### src/rtl/mul_div_seq.sv
// Iterative unsigned multiply (shift-add) / divide (restoring) sequencer sharing one {hi, lo} accumulator.
// Stalls the pipeline via busy for WIDTH cycles; results are registered and pulse done for one cycle.
module mul_div_seq #(
  parameter int          WIDTH  = 32,
  parameter logic [3:0]  OP_MUL = 4'd11,
  parameter logic [3:0]  OP_DIV = 4'd12
) (
  input  logic             clk,
  input  logic             rst,
  input  logic             start,
  input  logic [3:0]       opSel,
  input  logic [WIDTH-1:0] a,
  input  logic [WIDTH-1:0] b,
  output logic             busy,
  output logic             done,
  output logic [WIDTH-1:0] result,
  output logic [WIDTH-1:0] resultExt,
  output logic             carryFlag,
  output logic             signFlag,
  output logic             zeroFlag
);

  localparam logic [1:0] IDLE = 2'd0;
  localparam logic [1:0] MUL  = 2'd1;
  localparam logic [1:0] DIV  = 2'd2;
  localparam logic [1:0] DONE = 2'd3;

  logic [1:0]       state;
  logic [5:0]       cnt;
  // hi/lo hold {product high, multiplier/product low} for MUL and {remainder, quotient} for DIV
  logic [WIDTH-1:0] hi;
  logic [WIDTH-1:0] lo;
  logic [WIDTH-1:0] opnd;

  logic [WIDTH:0]   mulSum;
  logic [WIDTH-1:0] mulHiNxt;
  logic [WIDTH-1:0] mulLoNxt;
  logic [WIDTH:0]   divShift;
  logic [WIDTH:0]   divTrial;
  logic [WIDTH-1:0] divRemNxt;
  logic [WIDTH-1:0] divQuoNxt;
  logic             lastIter;

  always_comb begin
    mulSum   = {1'b0, hi} + (lo[0] ? {1'b0, opnd} : {(WIDTH+1){1'b0}});
    mulHiNxt = mulSum[WIDTH:1];
    mulLoNxt = {mulSum[0], lo[WIDTH-1:1]};

    // rem < divisor keeps the WIDTH+1-bit trial MSB a valid sign bit
    divShift = {hi, lo[WIDTH-1]};
    divTrial = divShift - {1'b0, opnd};
    if (!divTrial[WIDTH]) begin
      divRemNxt = divTrial[WIDTH-1:0];
      divQuoNxt = {lo[WIDTH-2:0], 1'b1};
    end else begin
      divRemNxt = divShift[WIDTH-1:0];
      divQuoNxt = {lo[WIDTH-2:0], 1'b0};
    end

    lastIter = (cnt == 6'(WIDTH - 1));
  end

  always_ff @(posedge clk) begin
    if (rst) begin
      state     <= IDLE;
      cnt       <= '0;
      hi        <= '0;
      lo        <= '0;
      opnd      <= '0;
      result    <= '0;
      resultExt <= '0;
      carryFlag <= 1'b0;
      signFlag  <= 1'b0;
      zeroFlag  <= 1'b1;
    end else begin
      case (state)
        IDLE: begin
          if (start && opSel == OP_MUL) begin
            hi    <= '0;
            lo    <= b;
            opnd  <= a;
            cnt   <= '0;
            state <= MUL;
          end else if (start && opSel == OP_DIV) begin
            hi   <= '0;
            lo   <= a;
            opnd <= b;
            cnt  <= '0;
            if (b == '0) begin
              state     <= DONE;
              result    <= '1;
              resultExt <= a;
              carryFlag <= 1'b1;
              signFlag  <= 1'b1;
              zeroFlag  <= 1'b0;
            end else begin
              state <= DIV;
            end
          end
        end

        MUL: begin
          hi  <= mulHiNxt;
          lo  <= mulLoNxt;
          cnt <= cnt + 6'd1;
          if (lastIter) begin
            state     <= DONE;
            result    <= mulLoNxt;
            resultExt <= mulHiNxt;
            carryFlag <= |mulHiNxt;
            signFlag  <= mulLoNxt[WIDTH-1];
            zeroFlag  <= ~|mulLoNxt;
          end
        end

        DIV: begin
          hi  <= divRemNxt;
          lo  <= divQuoNxt;
          cnt <= cnt + 6'd1;
          if (lastIter) begin
            state     <= DONE;
            result    <= divQuoNxt;
            resultExt <= divRemNxt;
            carryFlag <= 1'b0;
            signFlag  <= divQuoNxt[WIDTH-1];
            zeroFlag  <= ~|divQuoNxt;
          end
        end

        DONE:    state <= IDLE;
        default: state <= IDLE;
      endcase
    end
  end

  assign busy = (state == MUL) || (state == DIV);
  assign done = (state == DONE);

endmodule

### config.mk
export PLATFORM = sky130hd
export DESIGN_NAME = mul_div_seq
export DESIGN_NICKNAME = d
export VERILOG_FILES = /design/src/rtl/mul_div_seq.sv
export SDC_FILE = /design/constraint.sdc
export NUM_CORES = 1
export LEC_CHECK = 0
export BUFFER_PORTS_ARGS = -buffer_cell sky130_fd_sc_hd__buf_2
export CAP_MARGIN = 5
export CELL_PAD_IN_SITES_DETAIL_PLACEMENT = 1
export CELL_PAD_IN_SITES_GLOBAL_PLACEMENT = 1
export CORE_UTILIZATION = 40
export CTS_CLUSTER_DIAMETER = 40
export CTS_CLUSTER_SIZE = 20
export DETAILED_ROUTE_END_ITERATION = 6
export PLACE_DENSITY_LB_ADDON = 0.2
export SYNTH_ARGS = -nofsm -noshare
export SYNTH_HDL_FRONTEND = slang
export SYNTH_SLANG_ARGS = --single-unit
### constraint.sdc
create_clock -name clk -period 8.4 [get_ports clk]
set_input_delay 1.68 -clock clk [delete_from_list [all_inputs] [get_ports clk]]
set_output_delay 1.68 -clock clk [all_outputs]
set_load 0.1 [all_outputs]
**After elaboration in Yosys (flattened, before gate mapping)**

Cells that the tools add are included.

- Flip-flop bits (word level): 171
- Input port bits: 71
- Output and inout bits: 69

- $add $sub $neg: 3
- Eq/ne operators: 13
- Mux-type cells: 46
- Reduce and logical (&&, ||, !) cells: 19

Operators by type and width:

| kind | count |
|---|---|
| 32-bit 2-to-1 mux | 18 |
| 32-bit one-hot mux with 3 select lines | 4 |
| 32-bit OR reduction | 3 |
| 32-bit by 32-bit adder with 33-bit output | 1 |
| 33-bit by 32-bit subtractor with 33-bit output | 1 |
| 32-bit logical NOT | 1 |
| 1-bit 2-to-1 mux | 14 |
| 6-bit 2-to-1 mux | 2 |
| 6-bit one-hot mux with 2 select lines | 1 |
| 2-bit inequality test (second input constant) | 5 |
| 1-bit one-hot mux with 3 select lines | 3 |
| 4-bit == test (second input constant) | 2 |
| 2-bit AND reduction | 4 |
| 6-bit by 1-bit adder with 6-bit output (second input constant) | 1 |
| 6-bit by 5-bit == test with 1-bit output (second input constant) | 1 |
| 2-bit 2-to-1 mux | 3 |
| 2-bit one-hot mux with 3 select lines | 1 |
| 6-bit AND reduction | 1 |
| 2-bit == test (second input constant) | 2 |
| 2-bit nonzero test | 2 |
| 3-bit inequality test (second input constant) | 1 |
| 3-bit nonzero test | 1 |
| 2-bit by 1-bit == test with 1-bit output (second input constant) | 1 |
| 1-bit logical AND | 2 |
| other kinds (5) | 6 |

**Depth between registers and ports, before layout**

Gate-level depths: netlist of run 1.

- Word-level depth: 6
- Depth in mapped cells: 15
- Depth with buffers taken out: 14

**Worst setup path after synthesis of run 1**

OpenSTA, ideal clock, no wires.

- Kind: input port to flip-flop
- Start: in opSel[1]
- End: reg resultExt[23]
- Library setup time: 0.086 ns
- Arrival: 3.639 ns
- Data required time: 8.314 ns
- Path slack: 4.675 ns
- Cell stages on the path: 7
- Buffers on the path: 2
- Path through: or4b_2 o41ai_2 o21a_1 clkbuf_1 clkbuf_1 nor2_1 a211oi_1

- Cells in the longest elaborated chain, start to end: 4

Ends and longest elaborated chain:

| element | RTL line | RTL |
|---|---|---|
| from (decl) | 11 | `input logic [3:0] opSel,` |
| 4-bit == test, on equally long branches | 84, 78 |  |
| 1-bit logical AND, on equally long branches | 84, 78 |  |
| 2-bit inequality test (no source line) | n/a |  |
| 6-bit AND reduction (no source line) * | n/a |  |
| to (signal assigned) | 109 | `resultExt <= mulHiNxt;` |
| to (signal assigned) | 123 | `resultExt <= divRemNxt;` |
| to (decl) | 17 | `output logic [WIDTH-1:0] resultExt,` |

Every way passes the cells marked *; elsewhere a longest branch is shown, timed or not.
A chain may end at the register's enable or synchronous reset.

**Final worst setup path of run 1**

- Start: reg lo[0]
- End: reg carryFlag

- Cells in the longest elaborated chain, start to end: 5

Ends and longest elaborated chain:

| element | RTL line | RTL |
|---|---|---|
| from (decl) | 32 | `logic [WIDTH-1:0] lo;` |
| from (signal assigned) | 104 | `lo <= mulLoNxt;` |
| from (signal assigned) | 118 | `lo <= divQuoNxt;` |
| 32-bit 2-to-1 mux | 45 | `mulSum = {1'b0, hi} + (lo[0] ? {1'b0, opnd} : {(WIDTH+1){1'b0}});` |
| 32-bit by 32-bit adder with 33-bit output | 45 |  |
| 32-bit OR reduction | 110 | `carryFlag <= \|mulHiNxt;` |
| 1-bit 2-to-1 mux | 106 | `if (lastIter) begin` |
| 1-bit one-hot mux with 3 select lines | 76 | `case (state)` |
| to (signal assigned) | 110 |  |
| to (decl) | 18 | `output logic carryFlag,` |

No other way between the ends. The select of a mux whose other input is x is not followed.

==> summary.txt, run 1 <==
Hold path
  • Min-Delay Endpoint: resultExt[12]$_SDFFE_PP0P_
  • Hold crit path type: reg -> reg
  • Worst Hold Depth: 2
  • Hold Path Origin: resultExt[12]$_SDFFE_PP0P_

Timing
  • Slew headroom: 0.123
  • RSZ-0062 raised after global routing: false
  • Final Hold Fails: 0
  • Skew final: between 0.01 and 0.015 ns
  • Worst-margin pin slew: ~1.3 ns
  • WHS: between 0.4 and 0.5 ns
  • Slew Limit Fails: 0
  • Min Clock Period, post-route: between 5 and 6 ns
  • Final worst-path cycle share: 0.604
  • Fmax achieved: 197 MHz
  • Setup violation total in the final timing report: 0
  • TNS Setup: 0 ns

Final layout
  • P&R area growth vs syn: 12.0%
  • Fraction of layout cells with a size suffix above 1: 0.126
  • Antenna Cells: 0
  • Nets: 1854
  • Final Cell Area: 14000 µm²

Clock tree
  • # H-tree levels: 4
  • Clk sink count: 170
  • Clock tree from TritonCTS: done
  • Post-CTS Setup Inserts: 0
  • Cts repair resizes: 0
  • Number of CTS-inserted buffers: 17
  • CTS root buffer: clkbuf_16
  • Skew-Pair Late Insertion Delay: 0.44 ns
  • Clk slew on worst S/H paths: approximately 0.07 ns
  • Clock tree buffer depth: 2
  • CTS Hold Buffers Added: 0

Routing
  • Starting DRT DRC Count: 893
  • Vias per inst: 6.20
  • First-pass iteration count of the detailed router: 5
  • Routed Antenna Nets: 0
  • Vias: between 10000 and 15000
  • Wirelength per Cell: 23.2 µm
  • Post-route DRC: 0
  • Routed wire length: 49300 µm

Floorplanning
  • Num ports: 140
  • Starting Density: 0.408
  • Die height: 179 µm
  • Core ar.: approximately 31000 µm²
  • Die area: 32000 µm²
  • Die width: 179 µm
  • Number of core rows: 64

Critical path
  • Worst reg2reg startpoint: lo[0]$_SDFFE_PP0P_
  • Setup crit start: lo[0]$_SDFFE_PP0P_
  • Worst R2R Path Depth: 16
  • Type of origin of the critical path: flop
  • Critical path data arrival time: 5.39 ns
  • WP data required: 8.72 ns
  • Reg2reg end: carryFlag$_SDFFE_PP0P_
  • CP Class: reg -> reg
  • CP Capture Type: flop
  • Critical path peak fanout: 24
  • R2R setup slack: 3.33 ns

Power
  • Power Density: roughly 240 nW/µm²
  • Leakage Power: between 5 and 6 nW
  • Peak VDD IR: approximately 0.00022 V

Logic synthesis
  • Yosys reg bits: 170
  • Post-synthesis cell count: ~1700
  • Seq/Total Area, Yosys: 0.272
  • Top cell type's share of synthesized area: 0.272
  • EDFF count, synth: 0
  • Adder-Cell Fraction of Synth Area: 0.0721
  • Post-synthesis compound-gate area fraction: 0.301
  • Async SR Flop Fraction: 0
  • Largest cells by area after synthesis: dfxtp_1 27%, ha_1 6.9%, a21oi_1 6.2%
  • Largest family of logic cells by synthesized area: compound AO/OA/AOI/OAI gates
  • Synth Net Count: about 1800
  • Main synth FF type: dfxtp_1
  • Synth Area in Simple Gates: 0.214
  • Avg Cell Area, Syn: roughly 7.6 µm²
  • Post-Synth XOR/XNOR Area: 0.0371
  • Netlist Area Pre-Place: approximately 13000 µm²
  • Multiplexer share of the synthesized area: 0.0483
  • Area leader, netlist: dfxtp_1
  • YS warnings: 0
  • Yosys cell types: 88

Place
  • IO Port Bufs: 139
  • RD Place Congestion: 0.944
  • Placed inst area: 13400 µm²
  • DPL Wire Length: 37400 µm

Global routing
  • Wire length of the first global-routing pass: 75300 µm
  • Total GRT Usage: 0.308
  • Initial antenna violation count: 0
  • Pin count of the biggest net entering global routing: 83
  • Gr ovfl total: 0
  • Vias in the first global route: 12899

Run
  • Max_cap viols: 0

Outcome
  • Status: finished clean
## per-stage QoR
step	setup slack [ns]	std cells	util	power, mW
after detailed placement	3.23	2089	0.438	2.55
after global placement	3.37	2089	0.438	2.53
after floorplan	4.68	1650	-	2.09
final	3.33	2121	0.457	3.35
after CTS	3.45	2121	0.457	3.34
after global routing	3.09	2121	0.457	3.50
## layer usage
| layer | wire length, µm | up-vias | GRT usage |
|---|---|---|---|
| met4 | 953 | 0 | 0.0847 |
| met3 | 3340 | 65 | 0.0382 |
| met2 | 22400 | 429 | 0.491 |
| met1 | 22600 | 6464 | 0.435 |
| li1 | - | 6202 | - |
| met5 | 0 | - | 0 |
## synthesized netlist by cell type, drive strengths merged (4+ instances only)
| master | number |
|---|---|
| nor4 | 28 |
| o211ai | 9 |
| a211o | 5 |
| mux2 | 13 |
| a311oi | 36 |
| ha | 69 |
| o21a | 19 |
| or2 | 4 |
| nand2b | 13 |
| xnor2 | 31 |
| o32ai | 5 |
| and4 | 10 |
| dfxtp | 170 |
| o31ai | 5 |
| nor2 | 177 |
| o22ai | 4 |
| mux2i | 45 |
| a211oi | 78 |
| a22o | 10 |
| and3 | 11 |
| a31oi | 53 |
| nor3b | 4 |
| nand4 | 20 |
| clkbuf | 95 |
| a21boi | 4 |
| a221oi | 9 |
| xor2 | 22 |
| a22oi | 12 |
| and2 | 37 |
| buf | 17 |
| a2111oi | 4 |
| nor3 | 29 |
| a21o | 23 |
| or3 | 10 |
| a21oi | 156 |
| nor2b | 40 |
| nand2 | 139 |
| inv | 68 |
| o21ai | 89 |
| nand3 | 27 |
| o21bai | 6 |
## worst max-delay path: stages, from the launching register on
cell      delay [ns]
dfxtp_1         0.96
buf_4           0.35
and2_1          0.15
ha_1            0.20
inv_1           0.07
fa_1            0.42
nor2b_1         0.29
o31ai_1         0.18
a211oi_1        0.23
buf_4           0.19
o21ai_1         0.13
o21ai_1         0.33
a21boi_0        0.24
a221oi_1        0.46
nand4_1         0.20
nor4_1          0.45
nor2_1          0.07
## report_power, final
group,internal (mW),total (mW),switching (mW)
sequential,0.877,0.952,0.0749
clock,0.454,0.794,0.339
combinational,0.430,1.60,1.17
total,1.76,3.35,1.59
## worst max-delay path by stage
stage | end
global placement | resultExt[19]$_SDFFE_PP0P_
floorplan | resultExt[23]$_SDFFE_PP0P_
global route | carryFlag$_SDFFE_PP0P_
CTS | carryFlag$_SDFFE_PP0P_
finish | carryFlag$_SDFFE_PP0P_
detailed placement | resultExt[18]$_SDFFE_PP0P_
## layout by cell type (no fill, tap or decap), drive strengths merged, types with 12 or more instances in the layout
cell,n
a211oi,78
a21o,23
a21oi,156
a22oi,12
a311oi,36
a31oi,53
and2,37
buf,155
clkbuf,22
dfxtp,170
ha,69
inv,68
mux2,13
mux2i,45
nand2,139
nand2b,13
nand3,27
nand4,20
nor2,177
nor2b,40
nor3,29
nor4,28
o21a,19
o21ai,89
xnor2,31
xor2,22
## registers in the layout (all words and copies together) (netlist names)
name and flops:
opnd 32, resultExt 32, zeroFlag 1, carryFlag 1, state 2, cnt 6
hi 32, lo 32, result 32
## cell type report
| type | instances | area, µm² |
|---|---|---|
| well taps | 396 | 495 |
| multi-input cells | 1299 | 8460 |
| flip-flops and latches | 170 | 3400 |
| clock buffers | 22 | 464 |
| repair buffers | 155 | 818 |
| inverters | 69 | 259 |
| clock inverters | 10 | 119 |
| fillers | 3838 | 16600 |
## cell families after synthesis
logic type                 Yosys count
muxes                               58
adders and majority gates           71
DFF                                170
xor gates and xnor gates            53
and+or+nand+nor                    556
buffers and inverters              181
AOI/OAI and AO/OA                  561
No activity file was read; power rests on OpenSTA's default activity.
==> run 2: changes to the inputs <==
==> constraint.sdc (replaced) <==
create_clock -name clk -period 4.75 [get_ports clk]
set_input_delay 0.95 -clock clk [delete_from_list [all_inputs] [get_ports clk]]
set_output_delay 0.95 -clock clk [all_outputs]
set_load 0.1 [all_outputs]
==> run 2 against run 1 <==
Against the previous run:
- global-route usage up 0.96 points
- fmax up 7.7%
- final cell count up 0.94%
- sequential share of layout area down 0.32 points
- clock power up 89%
- combinational power up 81%
- sequential power up 75%
- critical endpoint unchanged
- largest power group unchanged
==> summary.txt, run 2 (same netlist as run 1, synthesis figures left out) <==
Critical path
  • R2R setup slack: 0.04 ns (was 3.33 ns)
  • CP max stage cell: a211oi_1 (was dfxtp_1)
  • Critical path data arrival time: 5.03 ns (was 5.39 ns)
  • CP Capture Type: flop (unchanged)
  • Cell mode on critical path: o21ai_1
  • Critical path peak fanout: 5 (was 24)
  • CP delay by family, top: compound AO/OA/AOI/OAI gates (unchanged)
  • CP Buf/Inv Count: 1 (was 3)
  • CP Class: reg -> reg (unchanged)
  • Type of origin of the critical path: flop (unchanged)
  • WP data required: 5.07 ns (was 8.72 ns)
  • Worst-path cell chain: and2_1 -> ha_1 -> inv_1 -> fa_1 -> nor2b_1 -> o31ai_1 -> a211oi_1 -> o21ai_1 -> o21ai_1 -> a21boi_0 -> a221oi_1 -> nand4_1 -> nor4_1 -> nor2_1 (was buf_4 -> and2_1 -> ha_1 -> inv_1 -> fa_1 -> nor2b_1 -> o31ai_1 -> a211oi_1 -> buf_4 -> o21ai_1 -> o21ai_1 -> a21boi_0 -> a221oi_1 -> nand4_1 -> nor4_1 -> nor2_1)
  • Reg2reg end: carryFlag$_SDFFE_PP0P_ (unchanged)
  • Worst reg2reg startpoint: lo[0]$_SDFFE_PP0P_ (unchanged)
  • Max stage delay on crit path: 0.76 ns (was 0.96 ns)
  • Worst R2R Path Depth: 14 (was 16)

Timing
  • RSZ-0062 raised after global routing: false (unchanged)
  • Skew final: 0.0153 ns (was 0.0103 ns)
  • Min Clock Period, post-route: 4.71 ns (was 5.07 ns)
  • Setup violation total in the final timing report: 0 (unchanged)
  • Final Hold Fails: 0 (unchanged)
  • Worst-margin pin slew: 1.17 ns (was 1.31 ns)
  • Slew Limit Fails: 0 (unchanged)
  • Final worst-path cycle share: 0.992 (was 0.604)
  • Slew headroom: 0.216 (was 0.123)
  • TNS Setup: 0 ns (unchanged)
  • Final worst slack: 0.0402 ns (was 3.33 ns)
  • Fmax achieved: 212 MHz (was 197 MHz)

Place
  • Pre-CTS setup slack: 0.282 ns (was 3.23 ns)
  • RD Place Congestion: 0.964 (was 0.944)
  • DPL Wire Length: 38800 µm (was 37400 µm)
  • IO Port Bufs: 139 (unchanged)

Power
  • Leakage Power: 5.67 nW (was 5.54 nW)
  • Peak VDD IR: 0.000322 V (was 0.000220 V)
  • Power Density: 426 nW/µm² (was 239 nW/µm²)

Clock tree
  • CTS root buffer: clkbuf_16 (unchanged)
  • Cts repair resizes: 0 (unchanged)
  • Clock tree from TritonCTS: done (unchanged)
  • Post-CTS Setup Inserts: 0 (unchanged)
  • Skew-Pair Late Insertion Delay: 0.44 ns (about the same)
  • Clk slew on worst S/H paths: 0.07 ns (about the same)
  • Number of CTS-inserted buffers: 17 (unchanged)
  • CTS Hold Buffers Added: 0 (unchanged)
  • # H-tree levels: 4 (unchanged)
  • Clk sink count: 170 (unchanged)
  • Clock tree buffer depth: 2 (unchanged)

Floorplanning
  • Die width: 179 µm (unchanged)
  • Number of core rows: 64 (unchanged)
  • Num ports: 140 (unchanged)
  • Core ar.: 30700 µm² (unchanged)
  • Die area: 32000 µm² (unchanged)
  • Starting Density: 0.408 (unchanged)
  • Die height: 179 µm (unchanged)

Routing
  • Routed wire length: 51000 µm (was 49300 µm)
  • Routed Antenna Nets: 0 (unchanged)
  • Starting DRT DRC Count: 1061 (was 893)
  • Post-route DRC: 0 (unchanged)
  • Wirelength per Cell: 23.8 µm (was 23.2 µm)
  • Vias: 13350 (was 13160)
  • First-pass iteration count of the detailed router: 7 (was 5)
  • Vias per inst: 6.24 (was 6.20)

Global routing
  • Vias in the first global route: 13173 (was 12899)
  • Gr ovfl total: 0 (unchanged)
  • Total GRT Usage: 0.318 (was 0.308)
  • Wire length of the first global-routing pass: 77400 µm (was 75300 µm)
  • Pin count of the biggest net entering global routing: 88 (was 83)
  • Initial antenna violation count: 1 (was 0)

Hold path
  • Hold Path Origin: cnt[1]$_SDFFE_PP0P_ (was resultExt[12]$_SDFFE_PP0P_)
  • Min-Delay Endpoint: cnt[1]$_SDFFE_PP0P_ (was resultExt[12]$_SDFFE_PP0P_)
  • Worst Hold Depth: 2 (unchanged)
  • Hold crit path type: reg -> reg (unchanged)

Final layout
  • P&R area growth vs syn: 13.5% (was 12.0%)
  • Antenna Cells: 0 (unchanged)
  • Fillers: 3838 (unchanged)
  • Most common cell after layout, fill and taps aside: nor2_1 (unchanged)
  • Nets: 1874 (was 1854)
  • Most frequent cells in the layout: 174 x nor2_1, 170 x dfxtp_1, 154 x a21oi_1, 138 x nand2_1, 138 x buf_2 (unchanged)
  • Fraction of layout cells with a size suffix above 1: 0.138 (was 0.126)

Outcome
  • Status: finished clean (unchanged)

Run
  • Max_cap viols: 0 (unchanged)
## run 2: cell count changes in the layout (fill, tap and decap cells not counted), sizes merged
cell and delta:
clkinv -2, buf +20, clkbuf -3, clkinvlp -1, inv +6
## run 2: worst max path at each step
stage,slack (ns),endpoint,from,cells after the start
after floorplan,1.41,carryFlag$_SDFFE_PP0P_,lo[0]$_SDFFE_PP0P_,14
after global placement,0.21,carryFlag$_SDFFE_PP0P_,lo[0]$_SDFFE_PP0P_,13
after detailed placement,0.28,carryFlag$_SDFFE_PP0P_,lo[0]$_SDFFE_PP0P_,13
after CTS,0.16,carryFlag$_SDFFE_PP0P_,lo[0]$_SDFFE_PP0P_,14
after global routing,0.005,carryFlag$_SDFFE_PP0P_,lo[0]$_SDFFE_PP0P_,14
final,0.04,carryFlag$_SDFFE_PP0P_,lo[0]$_SDFFE_PP0P_,14
## run 2: layer usage
layer  global-route usage  wire length (µm)  vias up
met5                    0                 0        -
met3               0.0488              3160       91
met1                0.452             23900     6597
met2                0.486             22400      431
met4                0.105              1560        0
li1                     -                 -     6231
## run 2: tightest hold or removal path, cell delays in order (launching register included)
cell and delay (ns):
dfxtp_1 0.33, nand2_1 0.06, a21oi_1 0.05
## run 2: through the flow
| step | util | power [mW] | instances | hold WS [ns] | area (µm²) |
|---|---|---|---|---|---|
| after CTS | 0.463 | 6.01 | 2141 | 0.479 | 14200 |
| after floorplan | - | 3.70 | 1650 | 0.449 | 12500 |
| after global routing | 0.463 | 6.29 | 2141 | 0.508 | 14200 |
| after global placement | 0.444 | 4.49 | 2109 | 0.459 | 13600 |
| final | 0.463 | 6.05 | 2141 | 0.479 | 14200 |
| after detailed placement | 0.444 | 4.52 | 2109 | 0.468 | 13600 |
## run 2: power by group
part	internal, mW	switching [mW]	leakage (nW)	total, mW
clock	0.819	0.676	0.293	1.50
sequential	1.55	0.118	1.37	1.67
combinational	0.788	2.10	4.00	2.89
total	3.16	2.90	5.67	6.05
## run 2: area by class of cell
type | count | area [µm²] | share of cell area
repair buffers | 175 | 981 | 0.0690
well taps | 396 | 495 | 0.0349
inverters | 69 | 259 | 0.0182
clock inverters | 13 | 156 | 0.0110
multi-input cells | 1299 | 8460 | 0.596
flip-flops and latches | 170 | 3400 | 0.239
clock buffers | 19 | 453 | 0.0319
